===== src/rtl/i2s_audio_tx.sv =====
// i2s_audio_tx: serialises 16-bit left/right samples into a Philips I2S stream.
// Bit clock and word clock are derived from clk_sys by a programmable divider.
// Data and word select change only on the BCK falling edge (1-BCK I2S delay).
module i2s_audio_tx #(
   parameter int BCK_DIV     = 7,
   parameter bit UNSIGNED_IN = 1'b0
) (
   input  logic        clk_sys,
   input  logic        reset,
   input  logic [15:0] left,
   input  logic [15:0] right,
   output logic        sample_ack,
   output logic        i2s_bck,
   output logic        i2s_lrck,
   output logic        i2s_data
);

   localparam int              DIV_W    = (BCK_DIV > 1) ? $clog2(BCK_DIV) : 1;
   localparam logic [DIV_W-1:0] DIV_LAST = DIV_W'(BCK_DIV - 1);
   // Offset-binary samples become two's complement by flipping the MSB.
   localparam logic [15:0]     MSB_FLIP = UNSIGNED_IN ? 16'h8000 : 16'h0000;

   logic [DIV_W-1:0] div_cnt_q, div_cnt_d;
   logic             bck_q, bck_d;
   logic [4:0]       bit_cnt_q, bit_cnt_d;
   logic             lrck_q, lrck_d;
   logic [31:0]      sr_q, sr_d;
   logic             data_q, data_d;
   logic             ack_q, ack_d;
   logic             wrap_s;
   logic             fall_s;

   // Next-state logic: divider, bit clock, and frame shifter advanced on BCK fall.
   always_comb begin
      div_cnt_d = div_cnt_q;
      bck_d     = bck_q;
      bit_cnt_d = bit_cnt_q;
      lrck_d    = lrck_q;
      sr_d      = sr_q;
      data_d    = data_q;
      ack_d     = 1'b0;

      wrap_s = (div_cnt_q == DIV_LAST);
      fall_s = wrap_s & bck_q;

      if (wrap_s) begin
         div_cnt_d = '0;
         bck_d     = ~bck_q;
      end else begin
         div_cnt_d = div_cnt_q + DIV_W'(1);
         bck_d     = bck_q;
      end

      if (fall_s) begin
         bit_cnt_d = bit_cnt_q + 5'd1;
         lrck_d    = bit_cnt_d[4];
         // Old MSB goes out first; on a load this is the previous frame's R[0].
         data_d    = sr_q[31];
         if (bit_cnt_d == 5'd0) begin
            sr_d  = {left ^ MSB_FLIP, right ^ MSB_FLIP};
            ack_d = 1'b1;
         end else begin
            sr_d  = {sr_q[30:0], 1'b0};
            ack_d = 1'b0;
         end
      end else begin
         bit_cnt_d = bit_cnt_q;
         lrck_d    = lrck_q;
         data_d    = data_q;
         sr_d      = sr_q;
      end
   end

   // State registers with synchronous reset; bit_cnt starts at 31 so the first fall loads a frame.
   always_ff @(posedge clk_sys) begin
      if (reset) begin
         div_cnt_q <= '0;
         bck_q     <= 1'b0;
         bit_cnt_q <= 5'd31;
         lrck_q    <= 1'b1;
         sr_q      <= 32'd0;
         data_q    <= 1'b0;
         ack_q     <= 1'b0;
      end else begin
         div_cnt_q <= div_cnt_d;
         bck_q     <= bck_d;
         bit_cnt_q <= bit_cnt_d;
         lrck_q    <= lrck_d;
         sr_q      <= sr_d;
         data_q    <= data_d;
         ack_q     <= ack_d;
      end
   end

   assign sample_ack = ack_q;
   assign i2s_bck    = bck_q;
   assign i2s_lrck   = lrck_q;
   assign i2s_data   = data_q;

endmodule


===== config.mk =====
export PLATFORM = sky130hd
export DESIGN_NAME = i2s_audio_tx
export DESIGN_NICKNAME = d
export VERILOG_FILES = /design/src/rtl/i2s_audio_tx.sv
export SDC_FILE = /design/constraint.sdc
export NUM_CORES = 1
export LEC_CHECK = 0
export ABC_CLOCK_PERIOD_IN_PS = 3600
export CAP_MARGIN = 5
export CORE_MARGIN = 1.5
export CORE_UTILIZATION = 56
export CTS_CLUSTER_DIAMETER = 50
export CTS_CLUSTER_SIZE = 25
export DETAILED_ROUTE_END_ITERATION = 7
export GPL_TIMING_DRIVEN = 0
export HOLD_SLACK_MARGIN = 0.06
export PLACE_DENSITY = 0.89
export SYNTH_ARGS = -nofsm -noshare
export SYNTH_HDL_FRONTEND = slang
export SYNTH_SLANG_ARGS = --single-unit

===== constraint.sdc =====
create_clock -name clk_sys -period 3.6 [get_ports clk_sys]
set_clock_uncertainty 0.15 [all_clocks]
set_input_delay 0.36 -clock clk_sys [delete_from_list [all_inputs] [get_ports clk_sys]]
set_output_delay 0.36 -clock clk_sys [all_outputs]
set_load 0.05 [all_outputs]

# Word-level counts from Yosys, hierarchy flattened
# Index checks and enable logic that the tools add are counted.
[totals] reg_bits=44 latchBits=0 mem_bits_rw=0 rom_bits=0 input_bits=34 word_cells=18 n_memories=0
[classes] addsub=2 mul=0 div=0 magnitude_cmp=0 eq_ne=1 shifts=0 muxes=2 bitwise_logic=3 reduce_logical=3
[op_table] cell="2-to-1 mux 32 bit" n=1
[op_table] cell="adder 5 x 1 -> 5 bit (second input constant)" n=1
[op_table] cell="logical NOT 5 bit" n=1
[op_table] cell="OR reduction 2 bit" n=2
[op_table] cell="adder 3 x 1 -> 3 bit (second input constant)" n=1
[op_table] cell="equality test 3 bit (second input constant)" n=1
[op_table] cell="NOT 1 bit" n=2
[op_table] cell="AND 1 bit" n=1
[op_table] cell="2-to-1 mux 1 bit" n=1

# Depth between registers and ports, before layout
[depth] depth_word=4 mapped_depth=8

# Least setup slack after synthesis
# OpenSTA, ideal clock, no wires.
[synth_path] path_type="register to register" start="register bit_cnt_q[4]" end="register sr_q[14]" setup_time_ns=0.126 t_arrival_ns=1.508 required_time_ns=3.324 setup_slack_ns=1.816 stages_incl_launch_ff=5 path_buffers=1 period_less_slack_ns=1.784 cell_sequence="dfxtp_1 > and4_4 > o21a_2 > buf_6 > o221ai_2"
[synth_between] elab_chain_cells=3
[synth_lines] element="from (decl)" line_no="25" text="logic [4:0] bit_cnt_q, bit_cnt_d;"
[synth_lines] element="from (signal assigned)" line_no="87" text="bit_cnt_q <= bit_cnt_d;"
[synth_lines] element="adder 5 x 1 -> 5 bit" line_no="55" text="bit_cnt_d = bit_cnt_q + 5'd1;"
[synth_lines] element="logical NOT 5 bit" line_no="59" text="if (bit_cnt_d == 5'd0) begin"
[synth_lines] element="2-to-1 mux 32 bit" line_no="59"
[synth_lines] element="to (signal assigned)" line_no="89" text="sr_q <= sr_d;"
[synth_lines] element="to (decl)" line_no="27" text="logic [31:0] sr_q, sr_d;"
# No other way between the ends.
# A chain may end at the register's enable or synchronous reset.

# Final worst setup path
[layout_path] start="register bck_q (netlist: i2s_bck)" end="output port i2s_bck"
[layout_rtl] element="from (decl)" line_no="24" text="logic bck_q, bck_d;"
[layout_rtl] element="from (signal assigned)" line_no="86" text="bck_q <= bck_d;"
[layout_rtl] element="to (decl)" line_no="13" text="output logic i2s_bck,"
# No word-level cell between the ends.

==> flow_summary.json <==
{
  "coreArea_um2": 3630,
  "cts_buffers": 5,
  "outcome": "finished, final reports clean",
  "grt_overflow": 0,
  "synth_top_cell_area_share": 0.407,
  "ctsResizeCount": 0,
  "via_count": 1668,
  "fin_tns_setup_ps": 0,
  "hold_viol": 0,
  "synthTopCellsByArea": "dfxtp_1 41%, o221ai_2 21%, nand2_1 12%",
  "timing.critical_path.cells": "clkdlybuf4s50_1",
  "grt_pass1_wl_um": 6490,
  "dieWidth_um": 64.5,
  "worstSkewPairLatency_ps": 290,
  "final_nets": 308,
  "critical_path_arrival_ps": 1560,
  "cts_max_level": 2,
  "postSynthAreaPerCell_um2": 9.33,
  "synth_seq_area_share": 0.407,
  "syn_nets": 264,
  "grt_util_all_layers": 0.198,
  "endpoint_kind": "output port",
  "rr_worst_depth": 8,
  "clockBufferDepth": 2,
  "ir_drop_uv": 254,
  "cp.depth": 1,
  "syn-cell-area_um2": 2120,
  "viasPerCell": 5.25,
  "wl_per_cell_um": 12.1,
  "cpLargestDelayFamily": "buffers and inverters",
  "worstMarginPinSlew_ps": 498,
  "total_power_w": 0.000824,
  "synth.distinct_cells": 30,
  "die_h_um": 64.5,
  "die_area_um2": 4160,
  "diodes": 0,
  "place_congestion": 0.783,
  "io_buffers": 37,
  "crit_slowest_cell": "clkdlybuf4s50_1",
  "start_util": 0.583,
  "cts_setup_buffers": 0,
  "synth-warning-count": 0,
  "postSynthCellCount": 227,
  "power_density_nw_per_um2": 315,
  "area_growth_pct": 23.8,
  "hpwl_um": 2810,
  "worst-path-buf-inv": 1,
  "clk_pin_slew_ps": 70,
  "min_period_ps": 2070,
  "cts_tree": "yes",
  "fin_cells": 318,
  "antenna_found_initial": 0,
  "crit_type": "reg2out",
  "place_inst": 312,
  "ant_nets": 0,
  "grt_max_degree": 12,
  "ys_ff_latch": 43,
  "routed_wl_um": 3850,
  "maxCapViolCount": 0,
  "fmax_mhz": 483,
  "p_leak_nw": 1.03,
  "setup_violations": 0,
  "drive_gt1_frac": 0.200,
  "rows": 22,
  "grt_pass1_vias": 1575,
  "slew_headroom": 0.667,
  "hold_depth": 2,
  "required_ps": 3090,
  "cts_root_buffer": "clkbuf_8",
  "cts_hold_buffers": 0,
  "slowest_delay_ps": 840,
  "dr.pass1.iters": 4,
  "synth_top_cell_by_area": "dfxtp_1",
  "rsz0062_at_grt": "false",
  "post-route-drc-count": 0,
  "slew_violations": 0,
  "cp-start-kind": "flip-flop",
  "cts_num_sinks": 43,
  "io_pins": 38,
  "cp_max_fo": 6,
  "hp-class": "reg2reg",
  "fin_util": 0.721,
  "drtIter0Drc": 109,
  "period_share": 0.575
}
[cells in the final DEF, fill, tap and decap left out, types with 2 or more instances in the layout]
cell type and count:
buf_2 6, buf_4 2, buf_6 7, clkbuf_8 5, clkdlybuf4s50_1 37, dfxtp_1 43, ha_1 3, inv_1 34
mux2i_1 2, nand2_1 66, nand3_1 6, nor2_1 4, o21ai_0 3, o221ai_2 30, or3_1 2, xor2_1 3
[logic make-up (layout without fill, tap and decap cells)]
kind of cell,after synthesis,in the layout,share of synthesized area
adder cells (fa/ha/maj),3,3,0.0177
XOR/XNOR,3,3,0.0124
AO/OA/AOI/OAI,42,42,0.263
flip-flops,43,43,0.407
multiplexers,2,2,0.00946
AND/OR/NAND/NOR,85,85,0.172
buffers and inverters,49,92,0.119
[worst paths after layout]
check                           slack [ps]                    start               endpoint
worst max-delay path                  1530     i2s_bck$_SDFFE_PP0N_                i2s_bck
worst min-delay path                   310     sr_q[0]$_SDFFE_PP0P_   sr_q[0]$_SDFFE_PP0P_
worst max register to register        1810  div_cnt_q[0]$_SDFF_PP0_  sr_q[15]$_SDFFE_PP0P_
worst min register to register         310     sr_q[0]$_SDFFE_PP0P_   sr_q[0]$_SDFFE_PP0P_
[metrics by stage]
stage                     hold WS [ps]  instance area [µm²]  setup slack [ps]
after floorplan                    278                 2120              1820
after global placement             291                 2550              1570
after detailed placement           297                 2550              1520
after CTS                          312                 2620              1520
after global routing               335                 2620              1450
final                              306                 2620              1530
[per-layer routing]
metal | GRT usage | part of all wire
met5 | 0 | 0
met1 | 0.236 | 0.45
met3 | 0.0417 | 0.036
met2 | 0.355 | 0.50
met4 | 0.0638 | 0.015
[where the power goes]
group,internal (W),total [W],switching (W)
clock network,0.000129,0.000276,0.000146
registers,0.000478,0.000480,0.00000179
logic,0.0000405,0.0000684,0.0000279
total,0.000648,0.000824,0.000176
[Yosys cell counts (all sizes together)]
cell type and n:
inv 34, nor3b 1, o21ai 4, or3 2
nand2 66, ha 3, a31oi 1, and2 1
nor2 4, o211ai 1, o21a 1, mux2i 2
a211oi 2, o2111ai 1, nand3 6, and3 1
a21oi 1, nand4bb 1, o221ai 30, nand4 1
and4b 1, a32oi 1, buf 15, dfxtp 43
xor2 3, and4 1
[final cells by class]
cell class | instances | area [µm²]
Buffer | 15 | 124
Clock buffer | 6 | 72.6
Fill cell | 300 | 1010
Inverter | 34 | 128
Multi-Input combinational cell | 135 | 1000
Sequential cell | 43 | 861
Tap cell | 48 | 60.1
Timing Repair Buffer | 37 | 370
[flip-flops by register name (all words and copies together), names as in the netlist]
| register | count |
|---|---|
| sr_q | 32 |
| bit_cnt_q | 5 |
| div_cnt_q | 3 |
| i2s_bck | 1 |
| i2s_data | 1 |
| sample_ack | 1 |
Note: power is estimated with default switching activity, not from simulation.
